`src/rtl/div_bcd_converter.sv`:
```
// Binary-to-BCD converter built around an external iterative divider: each
// divide-by-10 remainder becomes one BCD digit, units digit first.
module div_bcd_converter #(
    parameter int BITSIZE = 16,
    parameter int DIGITS  = 5,
    parameter int CNTSIZE = 3
) (
    input  logic                  clk,
    input  logic                  rst,
    input  logic                  in_valid,
    output logic                  in_ready,
    input  logic [BITSIZE-1:0]    in_value,
    output logic                  out_valid,
    input  logic                  out_ready,
    output logic [4*DIGITS-1:0]   bcd,
    output logic [CNTSIZE-1:0]    ndigits,
    output logic                  ovf,
    output logic                  digit_err,
    output logic                  div_strt,
    output logic [BITSIZE-1:0]    div_dividend,
    output logic [BITSIZE-1:0]    div_divisor,
    input  logic [BITSIZE-1:0]    div_quotient,
    input  logic [BITSIZE-1:0]    div_remainder,
    input  logic                  div_idle
);

    typedef enum logic [2:0] {
        S_IDLE   = 3'd0,
        S_LAUNCH = 3'd1,
        S_BUSY   = 3'd2,
        S_DONE   = 3'd3,
        S_OUT    = 3'd4
    } state_t;

    localparam logic [BITSIZE-1:0] DIVISOR  = BITSIZE'(10);
    localparam logic [CNTSIZE-1:0] LAST_IDX = CNTSIZE'(DIGITS - 1);

    state_t                state_q,     state_d;
    logic                  in_ready_q,  in_ready_d;
    logic                  out_valid_q, out_valid_d;
    logic                  div_strt_q,  div_strt_d;
    logic [4*DIGITS-1:0]   bcd_q,       bcd_d;
    logic [CNTSIZE-1:0]    ndigits_q,   ndigits_d;
    logic                  ovf_q,       ovf_d;
    logic                  digit_err_q, digit_err_d;
    logic [BITSIZE-1:0]    dividend_q,  dividend_d;
    logic [BITSIZE-1:0]    work_q,      work_d;
    logic [CNTSIZE-1:0]    idx_q,       idx_d;

    // Next-state and next-output computation for the conversion sequencer.
    always_comb begin
        state_d     = state_q;
        div_strt_d  = 1'b0;
        bcd_d       = bcd_q;
        ndigits_d   = ndigits_q;
        ovf_d       = ovf_q;
        digit_err_d = digit_err_q;
        dividend_d  = dividend_q;
        work_d      = work_q;
        idx_d       = idx_q;

        case (state_q)
            S_IDLE: begin
                if (in_valid && in_ready_q) begin
                    work_d      = in_value;
                    dividend_d  = in_value;
                    bcd_d       = '0;
                    ovf_d       = 1'b0;
                    digit_err_d = 1'b0;
                    idx_d       = '0;
                    state_d     = S_LAUNCH;
                end else begin
                    state_d = S_IDLE;
                end
            end
            S_LAUNCH: begin
                if (div_idle) begin
                    div_strt_d = 1'b1;
                    state_d    = S_BUSY;
                end else begin
                    state_d = S_LAUNCH;
                end
            end
            S_BUSY: begin
                // Divider has taken the start once it drops idle.
                if (!div_idle) begin
                    state_d = S_DONE;
                end else begin
                    state_d = S_BUSY;
                end
            end
            S_DONE: begin
                if (div_idle) begin
                    for (int k = 0; k < DIGITS; k++) begin
                        if (idx_q == CNTSIZE'(k)) begin
                            bcd_d[4*k +: 4] = div_remainder[3:0];
                        end else begin
                            bcd_d[4*k +: 4] = bcd_q[4*k +: 4];
                        end
                    end
                    digit_err_d = digit_err_q | (div_remainder >= DIVISOR);
                    work_d      = div_quotient;
                    dividend_d  = div_quotient;
                    ndigits_d   = idx_q + CNTSIZE'(1);
                    idx_d       = idx_q + CNTSIZE'(1);
                    if (div_quotient == BITSIZE'(0)) begin
                        state_d = S_OUT;
                    end else if (idx_q == LAST_IDX) begin
                        ovf_d   = 1'b1;
                        state_d = S_OUT;
                    end else begin
                        state_d = S_LAUNCH;
                    end
                end else begin
                    state_d = S_DONE;
                end
            end
            S_OUT: begin
                if (out_ready) begin
                    state_d = S_IDLE;
                end else begin
                    state_d = S_OUT;
                end
            end
            default: begin
                state_d = S_IDLE;
            end
        endcase

        in_ready_d  = (state_d == S_IDLE);
        out_valid_d = (state_d == S_OUT);
    end

    // State and registered-output flops; reset aborts any conversion in flight.
    always_ff @(posedge clk or negedge rst) begin
        if (!rst) begin
            state_q     <= S_IDLE;
            in_ready_q  <= 1'b1;
            out_valid_q <= 1'b0;
            div_strt_q  <= 1'b0;
            bcd_q       <= '0;
            ndigits_q   <= '0;
            ovf_q       <= 1'b0;
            digit_err_q <= 1'b0;
            dividend_q  <= '0;
            work_q      <= '0;
            idx_q       <= '0;
        end else begin
            state_q     <= state_d;
            in_ready_q  <= in_ready_d;
            out_valid_q <= out_valid_d;
            div_strt_q  <= div_strt_d;
            bcd_q       <= bcd_d;
            ndigits_q   <= ndigits_d;
            ovf_q       <= ovf_d;
            digit_err_q <= digit_err_d;
            dividend_q  <= dividend_d;
            work_q      <= work_d;
            idx_q       <= idx_d;
        end
    end

    assign in_ready     = in_ready_q;
    assign out_valid    = out_valid_q;
    assign div_strt     = div_strt_q;
    assign bcd          = bcd_q;
    assign ndigits      = ndigits_q;
    assign ovf          = ovf_q;
    assign digit_err    = digit_err_q;
    assign div_dividend = dividend_q;
    assign div_divisor  = DIVISOR;

endmodule
```
`config.mk`:
```
export PLATFORM = sky130hd
export DESIGN_NAME = div_bcd_converter
export DESIGN_NICKNAME = d
export VERILOG_FILES = /design/src/rtl/div_bcd_converter.sv
export SDC_FILE = /design/constraint.sdc
export NUM_CORES = 1
export LEC_CHECK = 0
export BUFFER_PORTS_ARGS = -buffer_cell sky130_fd_sc_hd__buf_2
export CAP_MARGIN = 20
export CORE_AREA = 8 8 113 115
export CTS_CLUSTER_SIZE = 20
export DETAILED_ROUTE_END_ITERATION = 10
export DIE_AREA = 0 0 121 123
export PLACE_DENSITY = 0.51
export SKIP_LAST_GASP = 1
export SYNTH_ARGS = -nofsm -noshare
export SYNTH_HDL_FRONTEND = slang
export SYNTH_SLANG_ARGS = --single-unit
```
`constraint.sdc`:
```
create_clock -name clk -period 2.6 [get_ports clk]
set_input_delay 0.26 -clock clk [delete_from_list [all_inputs] [get_ports clk]]
set_output_delay 0.26 -clock clk [all_outputs]
set_load 0.01 [all_outputs]
```
Word level (Yosys, flattened, before mapping)

Index checks and enable logic that the tools add are counted.

Add/subtract/negate cells: 1
$lt $le $gt $ge: 1
Eq/ne operators: 17
Mux-type cells: 31
Bitwise logic cells: 1
Reduce and logical (&&, ||, !) cells: 14

Operator list:

| cell                                                                                  | count |
|---|---|
| 20-bit two-way mux                                                                    | 2 |
| 20-bit case mux with 2 select lines                                                   | 1 |
| 16-bit two-way mux                                                                    | 2 |
| 16-bit case mux with 2 select lines                                                   | 1 |
| 4-bit two-way mux                                                                     | 5 |
| 4-bit AND reduction                                                                   | 5 |
| 3-bit two-way mux                                                                     | 6 |
| 16-bit by 4-bit greater-or-equal comparator with 1-bit output (second input constant) | 1 |
| 16-bit zero test                                                                      | 1 |
| 2-bit inequality test (second input constant)                                         | 8 |
| 3-bit case mux with 5 select lines                                                    | 1 |
| 3-bit by 2-bit == test with 1-bit output (second input constant)                      | 4 |
| 3-bit == test (second input constant)                                                 | 3 |
| 3-bit zero test                                                                       | 3 |
| 1-bit two-way mux                                                                     | 9 |
| 3-bit by 1-bit == test with 1-bit output (second input constant)                      | 2 |
| 3-bit case mux with 2 select lines                                                    | 1 |
| 5-bit AND reduction                                                                   | 1 |
| 1-bit case mux with 2 select lines                                                    | 2 |
| 3-bit by 1-bit adder with 3-bit output (second input constant)                        | 1 |
| 3-bit AND reduction                                                                   | 1 |
| 2-bit two-way mux                                                                     | 1 |
| 2-bit AND reduction                                                                   | 1 |
| 2-bit nonzero test                                                                    | 1 |
| 2 further kinds                                                                       | 2 |

Register bits after elaboration: 50
Output and inout port bits: 60
Logic and storage cells: 79

Logic depth before layout (Yosys ltp)

Depth after elaboration: 6
Depth in mapped cells: 5
Mapped depth without buffers: 5

Least setup slack after synthesis

OpenSTA, ideal clock, no wires.

Path type: register to register
Start: reg in_ready_q (netlist: in_ready)
End: reg dividend_q[10] (netlist: div_dividend[10])
Arrival: 1,540 ps
Data required time: 2,475 ps
Path slack: 935 ps
Cell stages (with the launch flop): 5
Buffers on the path: 1
Period minus slack after synthesis: 1,665 ps
Path through: dfstp_2 > nand4bb_4 > a21oi_4 > buf_6 > mux2_2

Cells in the longest elaborated chain, start to end: 3

RTL lines:

| element                                | RTL line | RTL |
|---|---|---|
| from (decl)                            | 39       | `logic in_ready_q, in_ready_d;` |
| from (signal assigned)                 | 150      | `in_ready_q <= in_ready_d;` |
| 1-bit logical AND                      | 64       | `if (in_valid && in_ready_q) begin` |
| 2-bit inequality test (no source line) | n/a      |  |
| 3-bit AND reduction (no source line)   | n/a      |  |
| to (signal assigned)                   | 157      | `dividend_q <= dividend_d;` |
| to (decl)                              | 46       | `logic [BITSIZE-1:0] dividend_q, dividend_d;` |

Every way passes these cells.
A chain may end at the register's enable or synchronous reset.

Worst setup path after layout

Start: reg state_q[1]
End: reg dividend_q[5] (netlist: div_dividend[5])

Cells in the longest elaborated chain, start to end: 3

RTL lines:

| element                                                                             | RTL line | RTL |
|---|---|---|
| from (decl)                                                                         | 38       | `state_t state_q, state_d;` |
| from (signal assigned)                                                              | 149      | `state_q <= state_d;` |
| 3-bit by 2-bit == test with 1-bit output / 3-bit zero test (equally long branches)  | 62       | `case (state_q)` |
| 2-bit inequality test (no source line) / 2-bit nonzero test (equally long branches) | n/a      |  |
| 3-bit AND reduction (no source line)                                                | n/a      |  |

Parallel ways exist; a longest one is shown, timed or not.

==> results.yml <==
timing:
  timing.slew.headroom_pct: 39.5
  finalCriticalPeriod_ns: 2.02
  rsz0062_at_grt: "no"
  final_hold_viol_count: 0
  setup_violations: 0
  max_freq_ghz: 0.495
  worst_slew_pin_slew_ns: 0.907
  skew_ns: 0.00497
  setup_tns_ns: 0
  fin_crit_sh_pct: 77.7
  slew_viol_final: 0
grt:
  grt_start_max_net_pins: 42
  grt_pass1_wl_um: 11400
  grt_antenna_before_repair: 0
  track_usage_pct: 9.55
  first_global_vias: 2179
  overflow: 0
power_and_ir_drop:
  internal-power_uw: 2240
  peakVddDrop_mv: 0.389
  switchingPower_uw: 1300
  netSwitchingFraction_pct: 36.7
  total_leakage_power_uw: 0.00164
  clkPwrFrac_pct: 21.1
  powerDensity_mw_per_mm2: 1050
  comb_power_share_pct: 40.8
  power_frac_seq_pct: 38.1
clocking:
  cts_tree: "done"
  clk_latency_ns: 0.29
  clockBufferDepth: 2
  cts_hold_buf: 0
  clockRootBuffer: "clkbuf_16"
  cts_setup_buffers: 0
  htree_levels: 2
  cts_sinks: 50
  clk_pin_slew_worst_paths_ns: 0.07
  cts_made_buffers: 5
  ctsResizeCount: 0
logic_synthesis:
  synth.cell_area_mm2: 0.00265
  synth-main-ff-cell: "dfrtp_1"
  synth.distinct_cells: 47
  async_flop_share_pct: 100
  synth_warnings: 0
  synthTopCellsByCount: "dfrtp_1 (49), o21ai_0 (23), mux2_2 (22)"
  synth-edff-count: 0
  synth.most_common_cell: "dfrtp_1"
  yosys.area.top_type: "dfrtp_1"
  ys_ff_latch: 50
  postSynthAreaPerCell_um2: 12.0
  synth.yosys.seq_area_share_pct: 47.2
  yosys.area.top_type_share_pct: 46.2
  netlist_instances: 222
  yosys-top-cells-area: "dfrtp_1 (46%), mux2_2 (9.3%), mux2i_1 (7.5%), buf_4 (5.1%), o21ai_0 (4.3%)"
finish:
  n_antenna_cell: 0
  fin_nets: 375
  postLayoutCoreUtil_pct: 30.5
  nFillCells: 1154
  drive_gt1_share_pct: 44.7
  area_growth_pct: 27.5
route:
  via_per_inst: 4.27
  wl_um: 7080
  ant_nets: 0
  drcViolationCount: 0
  wl_per_cell_um: 15.4
  vias: 1970
  drt_iter0_drc: 95
  firstDrtPassIters: 4
worst_setup_path:
  end_kind: "flop"
  crit_fanout: 19
  crit_required_ns: 2.77
  timing_worst_setup_path_type: "flop to flop"
  cp.arrival_ns: 2.19
  crit_path_start_kind: "flop"
floorplan:
  die_h_um: 123
  dieArea_mm2: 0.0149
  ios: 113
  start_util_pct: 24.0
  fp.dieW_um: 121
  coreArea_mm2: 0.0111
  rows: 39
placed_design:
  gp_congestion: 0.740
  hpwl_um: 5540
  io_buffers: 96
worst_hold_path:
  hp-class: "input port to asynchronous set/reset pin"
outcome:
  status: "completed"
flow_run:
  drv_cap: 0
## power by group through the flow
stage | Combinational (µW) | Sequential (µW) | Clock, µW
after floorplan | 884 | 1440 | 0
after global placement | 1460 | 1360 | 0
after detailed placement | 1480 | 1370 | 0
after CTS | 1490 | 1360 | 765
after global routing | 1610 | 1420 | 796
final | 1450 | 1350 | 746
## flip-flops by register name (all words and copies together), names as in the netlist, 3 cells and up
signal        cells
ndigits           3
div_dividend     16
state_q           3
bcd              20
idx_q             3
## placed cells by master, fill, tap and decap left out, types with 2 or more instances in the layout
master,instances
nor4_1,5
conb_1,16
buf_4,4
nand2_1,12
mux2_2,22
inv_1,8
ha_1,5
mux2i_1,20
dfrtp_1,49
buf_2,96
o31ai_1,2
mux2_1,10
or4_1,2
clkbuf_16,5
nor3_1,3
o21ai_0,23
nor2_1,3
o22ai_1,2
clkinvlp_4,2
## per-layer routing
| metal | GRT usage (%) | wire, µm | up-vias |
|---|---|---|---|
| met5 | 0 | 0 | - |
| met4 | 2.65 | 63 | 0 |
| met3 | 1.96 | 345 | 5 |
| met2 | 16.0 | 3450 | 68 |
| met1 | 12.3 | 3220 | 944 |
| li1 | - | - | 953 |
## per-stage QoR
| step | area [µm²] | setup slack (ns) | power (µW) | hold WS (ns) | std cells |
|---|---|---|---|---|---|
| after global placement | 3210 | 0.661 | 2820 | 0.459 | 453 |
| after detailed placement | 3210 | 0.567 | 2850 | 0.458 | 453 |
| after global routing | 3380 | 0.409 | 3820 | 0.193 | 461 |
| final | 3380 | 0.581 | 3540 | 0.100 | 461 |
| after CTS | 3380 | 0.571 | 3610 | 0.152 | 461 |
| after floorplan | 2710 | 0.935 | 2320 | -0.0356 | 236 |
## logic make-up after synthesis
kind of cell	Yosys count	share of synthesized area (%)
AO/OA/AOI/OAI	40	10.8
XOR/XNOR	1	0.330
adder cells (fa/ha/maj)	5	2.36
buffers and inverters	34	8.01
flip-flops	50	47.2
multiplexers	52	21.1
other	2	0.283
AND/OR/NAND/NOR	38	9.85
## cell type report
cell class                      count  area [µm²]  share of cell area, %
Sequential cell                    50        1250                   37.0
Multi-Input combinational cell    152        1240                   36.7
Timing Repair Buffer              100         510                   15.1
Tap cell                          143         179                   5.29
Clock buffer                        5         125                   3.70
Clock inverter                      3        45.0                   1.33
Inverter                            8        30.0                  0.888
## critical path, stage by stage (launching register included)
cell	delay, ns
dfrtp_1	0.67
nand3_2	0.21
a21oi_4	0.60
mux2_2	0.41
## final timing paths
path,slack (ns),to,cells after the start,startpoint
min in group clk,0.26,digit_err,3,div_remainder[3]
min reg2reg,0.48,ndigits[1],2,ndigits[1]
max reg2reg,0.58,div_dividend[5],3,state_q[1]
max,0.58,div_dividend[5],3,state_q[1]
max in group asynchronous,1.80,div_dividend[14],2,rst
min,0.10,bcd[1],1,rst
No activity file was read; power rests on OpenSTA's default activity.
